File: src/rtl/ram_arbiter.sv
// Two-port (CPU "C" / DMA "D") arbiter in front of a single-port synchronous RAM.
// Round-robin on ties by default; define ARB_CPU_PRIORITY_EN for C priority with a starvation guard.
module ram_arbiter #(
  parameter int AW         = 8,
  parameter int DW         = 16,
  parameter int STARVE_MAX = 4
) (
  input  logic          clk,
  input  logic          rst,
  input  logic          c_req,
  input  logic          c_we,
  input  logic [AW-1:0] c_addr,
  input  logic [DW-1:0] c_wdata,
  output logic          c_ack,
  output logic [DW-1:0] c_rdata,
  input  logic          d_req,
  input  logic          d_we,
  input  logic [AW-1:0] d_addr,
  input  logic [DW-1:0] d_wdata,
  output logic          d_ack,
  output logic [DW-1:0] d_rdata,
  output logic [AW-1:0] ram_addr,
  output logic [DW-1:0] ram_wdata,
  output logic          ram_we,
  input  logic [DW-1:0] ram_rdata,
  output logic [1:0]    owner
);

  typedef enum logic [2:0] {IDLE, C_ACC, C_ACK, D_ACC, D_ACK} state_t;

  state_t state, next;
  logic   tie_c;   // C wins when both request in IDLE
  logic   d_cont;  // C_ACK may hand straight over to a waiting D

`ifdef ARB_CPU_PRIORITY_EN
  localparam int SW = $clog2(STARVE_MAX + 1);
  localparam logic [SW-1:0] SMAX = SW'(STARVE_MAX);
  logic [SW-1:0] starve;

  assign tie_c  = (starve != SMAX);
  assign d_cont = (starve == SMAX);

  always_ff @(posedge clk) begin
    if (rst)                          starve <= '0;
    else if (!d_req || next == D_ACC) starve <= '0;
    else if (next == C_ACC && starve != SMAX) starve <= starve + 1'b1;
  end
`else
  logic last_d;  // 1: D was served last

  assign tie_c  = last_d;
  assign d_cont = 1'b1;

  always_ff @(posedge clk) begin
    if (rst)                 last_d <= 1'b1;
    else if (state == C_ACK) last_d <= 1'b0;
    else if (state == D_ACK) last_d <= 1'b1;
  end
`endif

  always_ff @(posedge clk) begin
    if (rst) state <= IDLE;
    else     state <= next;
  end

  always_comb begin
    next = state;
    case (state)
      IDLE: begin
        if (c_req && (!d_req || tie_c)) next = C_ACC;
        else if (d_req)                 next = D_ACC;
      end
      C_ACC:   next = C_ACK;
      D_ACC:   next = D_ACK;
      // the acked port's own req is not looked at here
      C_ACK:   next = (d_req && d_cont) ? D_ACC : IDLE;
      D_ACK:   next = c_req ? C_ACC : IDLE;
      default: next = IDLE;
    endcase
  end

  // address/data are latched on grant so they hold after the access
  always_ff @(posedge clk) begin
    if (rst) begin
      ram_addr  <= '0;
      ram_wdata <= '0;
    end else if (next == C_ACC) begin
      ram_addr  <= c_addr;
      ram_wdata <= c_wdata;
    end else if (next == D_ACC) begin
      ram_addr  <= d_addr;
      ram_wdata <= d_wdata;
    end
  end

  assign ram_we  = (state == C_ACC && c_we) || (state == D_ACC && d_we);
  assign c_ack   = (state == C_ACK);
  assign d_ack   = (state == D_ACK);
  assign c_rdata = c_ack ? ram_rdata : '0;
  assign d_rdata = d_ack ? ram_rdata : '0;

  always_comb begin
    owner = 2'b00;
    if (state == C_ACC || state == C_ACK) owner = 2'b01;
    if (state == D_ACC || state == D_ACK) owner = 2'b10;
  end

endmodule

File: config.mk
export PLATFORM = sky130hd
export DESIGN_NAME = ram_arbiter
export DESIGN_NICKNAME = d
export VERILOG_FILES = /design/src/rtl/ram_arbiter.sv
export SDC_FILE = /design/constraint.sdc
export NUM_CORES = 1
export LEC_CHECK = 0
export CORE_ASPECT_RATIO = 0.75
export CORE_UTILIZATION = 37
export DETAILED_ROUTE_END_ITERATION = 6
export GPL_TIMING_DRIVEN = 0
export HOLD_SLACK_MARGIN = 0.08
export PLACE_DENSITY = 0.91
export RECOVER_POWER = 25
export REMOVE_ABC_BUFFERS = 1
export SLEW_MARGIN = 10
export SYNTH_ARGS = -nofsm -noshare
export SYNTH_HDL_FRONTEND = slang
export SYNTH_SLANG_ARGS = --single-unit
File: constraint.sdc
create_clock -name clk -period 2.7 [get_ports clk]
set_clock_uncertainty 0.1 [all_clocks]
set_input_delay 0.27 -clock clk [delete_from_list [all_inputs] [get_ports clk]]
set_output_delay 0.27 -clock clk [all_outputs]
set_load 0.03 [all_outputs]
# Yosys cells after proc, flatten, opt, wreduce, memory -nomap -nowiden
# Cells that the tools add are included.
# classes
n_eq_ne,6
n_mux,15
reduce_logical,11
# op_table
op,count
2-to-1 mux 16 bit,4
2-to-1 mux 8 bit,2
one-hot mux 3 bit (5 select lines),1
"== test 3 x 2 -> 1 bit, second input constant",3
"== test 3 x 1 -> 1 bit, second input constant",2
2-to-1 mux 3 bit,2
logical OR 1 bit,4
2-to-1 mux 1 bit,4
2-to-1 mux 2 bit,2
nonzero test 2 bit,2
"== test 3 bit, second input constant",1
logical AND 1 bit,3
zero test 3 bit,1
zero test 1 bit,1
# word_totals
ff_bits,28
inputBits,70
out_inout_bits,61
wordCells,36

# Longest topological paths before layout
# logic_depth
ltp_word,8
ltp_mapped,7
ltp_nobuf,4

# Worst setup path before layout
# No wires, ideal clock.
# synth_timing
path_kind,register to output
startpoint,reg state[0]
endpoint,out d_rdata[10]
arrival_ns,1.590
required_ns,2.330
slack_ns,0.740
path_stages_with_launch,5
n_path_buf,2
cell_sequence,dfxtp_1 > buf_4 > nor3b_2 > clkbuf_1 > and2_1
# synth_between
elab_chain_len,2
# synth_rtl
element,line,rtl
"start, declared",31,"state_t state, next;"
"start signal, assigned",63,else state <= next;
== test 3 bit,98,assign d_ack = (state == D_ACK);
net d_ack,20,"output logic d_ack,"
2-to-1 mux 16 bit,100,assign d_rdata = d_ack ? ram_rdata : '0;
"end, declared",21,"output logic [DW-1:0] d_rdata,"
# The timed path passes the listed nets, and every way through them passes these cells.

# Final worst setup path
# layout_timing
startpoint,reg state[1]
endpoint,out c_rdata[4]
# layout_between
elab_chain_len,2
# layout_rtl
element,line,rtl
== test 3 x 2 -> 1 bit,97,assign c_ack = (state == C_ACK);
2-to-1 mux 16 bit,99,assign c_rdata = c_ack ? ram_rdata : '0;
"end, declared",15,"output logic [DW-1:0] c_rdata,"
# Every way passes these cells.

==> reports/metrics.cfg <==
[outcome]
status = finished clean

[global_routing]
grt_pass1_wl_mm = 7.33
gr-usage-all-layers_pct = 19.6
grt_remaining_overflow = 0
antenna_found_initial = 0
grt_pass1_vias = 1556
grt_max_degree = 29

[layout]
drive_above_1_share_pct = 19.0
register_area_um2 = 561
syn2layout_area_growth_pct = 78.5
final_core_util_pct = 69.0
finalNonFillerCells = 347
fillers = 367
nNetsFinal = 361
multi_input_area_mm2 = 0.00106
fin_area_mm2 = 0.00308
n_antenna_cell = 0

[min_path]
min_path_cells = 2
min_to = ram_wdata[1]$_SDFFE_PP0P_
hp-class = flop to flop
worstHoldStart = ram_wdata[1]$_SDFFE_PP0P_

[place]
place_inst = 341
hpwl_mm = 3.80
placed_cell_area_mm2 = 0.00297
place_ws_ns = -0.0238
port_buffers = 130
gp_congestion = 0.785

[yosys]
synth_cell_type_count = 26
ys_seq_area_share_pct = 32.5
synth-seq-cells = 28
async_reset_ff_share_pct = 0
synthCells = 171
ys.flop_type = dfxtp_1
avgSynthCellArea_um2 = 10.1
synth_enable_flop_cells = 0
yosysWarnings = 0
synth_area_mm2 = 0.00173

[sta]
timing.final.crit_period_ns = 2.47
relSlewSlack_pct = 19.0
setup_viol = 0
max_slew.worst_pin.slew_ns = 1.21
finalHoldViolCount = 0
slew_viol_final = 0
max_freq_mhz = 405
min_period_over_period_pct = 91.5
finalWorstSetupSlack_ns = 0.229
rsz0062_at_grt = no

[worst_setup_path]
critPathRequiredTime_ns = 2.33
reg2reg_from = state[0]$_SDFF_PP0_
r2r_slack_ns = 0.42
critical_path.top_delay_family = buffers and inverters
crit_type = flop to output pin
critPathMaxStageDelay_ns = 0.68
rr_worst_depth = 4
worstPathCellList = nor3b_4 > buf_12 > and2_1 > clkdlybuf4s50_1
crit_fanout = 18
slowest_stage = clkdlybuf4s50_1
arrival_ns = 2.10
end_kind = output pin
crit_buf_inv = 2
cp-start-kind = flop
worstReg2RegEnd = ram_wdata[3]$_SDFFE_PP0P_

[cts]
cts_buffers = 3
clock_sinks = 28
cts_max_path_buffers = 2
cts_tree = built
cts.clk_slew.worst_paths_ns = 0.09
ctsHtreeMaxLevel = 1
clock_latency_ns = 0.27
root_buffer = clkbuf_8

[drt]
drtIter0Drc = 38
wl_mm = 4.96
vias = 1683
wl_per_cell_um = 14.3
via_per_inst = 4.85
ant_nets = 0
drt_pass1_iterations = 3
post-route-drc-count = 0

[pwr]
ir_drop_mv = 0.230
power.density_mw_per_mm2 = 446
p_leak_uw = 0.00116

[floorplanning]
fp.dieArea_mm2 = 0.00494
start_util_pct = 38.6
std_cell_rows = 21
ios = 131
die_h_um = 61.1
die_w_um = 80.9
core_mm2 = 0.00447

[flow_run]
cap_violations = 0

cells by family after synthesis:
kind of cell    share of synthesized area (%)
simple gates                             36.9
compound gates                           22.5
flops                                    32.5
buf+inv                                  7.03
xor+xnor                                0.508
mux                                     0.580
worst reg2reg max path, cell delays in order, from the launching register on:
cell	delay, ns
dfxtp_1	0.61
nor2_1	0.14
a31oi_4	0.89
a221oi_1	0.23
nor3_1	0.24
placed cells by master, fill, tap and decap left out, types with 4 or more instances in the layout:
master           netlist  routed
dlygate4sd3_1          0      20
dfxtp_1               28      28
nor2_1                29      29
a221oi_1               4       4
clkbuf_8               0       4
clkdlybuf4s50_1        0     109
and2_1                32      32
nor3_2                20      20
a221oi_2              20      20
nor3_1                 4       4
through the flow:
stage | total power (µW) | setup TNS [ns] | hold WS, ns
2_1_floorplan | 847 | 0 | 0.240
3_3_place_gp | 1130 | 0 | 0.377
3_5_place_dp | 1140 | -0.0251 | 0.382
4_1_cts | 1400 | -5.24 | 0.397
5_1_grt | 1450 | 0 | 0.414
6_report | 1370 | 0 | 0.393
synthesized netlist by cell type, types with 2 or more instances:
| master | instances | area share [%] |
|---|---|---|
| a221oi_1 | 4 | 2.0 |
| a221oi_2 | 20 | 17 |
| and2_1 | 32 | 12 |
| buf_2 | 4 | 1.2 |
| buf_4 | 2 | 0.87 |
| buf_6 | 6 | 3.9 |
| clkbuf_1 | 4 | 0.87 |
| dfxtp_1 | 28 | 32 |
| nor2_1 | 29 | 6.3 |
| nor3_1 | 4 | 1.2 |
| nor3_2 | 20 | 12 |
| nor3b_2 | 3 | 2.2 |
| o21bai_1 | 2 | 0.87 |
repair_timing:
action,4_1_cts,5_1_grt
gates cloned,0,0
hold buffers,0,0
pin swaps,0,0
setup endpoints to repair,35,35
resized for setup,0,2
setup buffers,0,2
metal layers:
| metal | up-vias | track usage [%] | wire (µm) |
|---|---|---|---|
| met3 | 6 | 5.48 | 300 |
| met2 | 52 | 35.8 | 2480 |
| li1 | 855 | - | - |
| met5 | - | 0 | 0 |
| met4 | 0 | 3.57 | 41 |
| met1 | 770 | 23.4 | 2150 |
final cells by class:
class                   count  area share (%)
well taps                  57            2.32
repair buffers            132            43.4
multi-input cells         126            34.3
clock buffers               4            1.79
flip-flops and latches     28            18.2
how the worst max path moves through the flow:
stage / start / end / slack (ns) / depth (start not counted)
2_1_floorplan: state[1]$_SDFF_PP0_ / c_rdata[0] / 0.65 / 2
3_5_place_dp: d_req / ram_wdata[2]$_SDFFE_PP0P_ / -0.02 / 5
5_1_grt: state[1]$_SDFF_PP0_ / c_rdata[4] / 0.12 / 4
4_1_cts: state[1]$_SDFF_PP0_ / c_rdata[4] / -0.20 / 3
6_report: state[1]$_SDFF_PP0_ / c_rdata[4] / 0.23 / 4
3_3_place_gp: d_req / ram_wdata[2]$_SDFFE_PP0P_ / 0.05 / 5
where the power goes:
part | leakage [µW] | switching (µW) | internal [µW]
logic | 0.000899 | 337 | 290
registers | 0.000232 | 31.1 | 462
clock network | 0.0000288 | 125 | 130
total | 0.00116 | 493 | 882
state kept, by name, indices dropped and copies added, names as in the netlist:
| register | flops |
|---|---|
| last_d | 1 |
| state | 3 |
| ram_addr | 8 |
| ram_wdata | 16 |
Note: power is estimated with default switching activity, not from simulation.
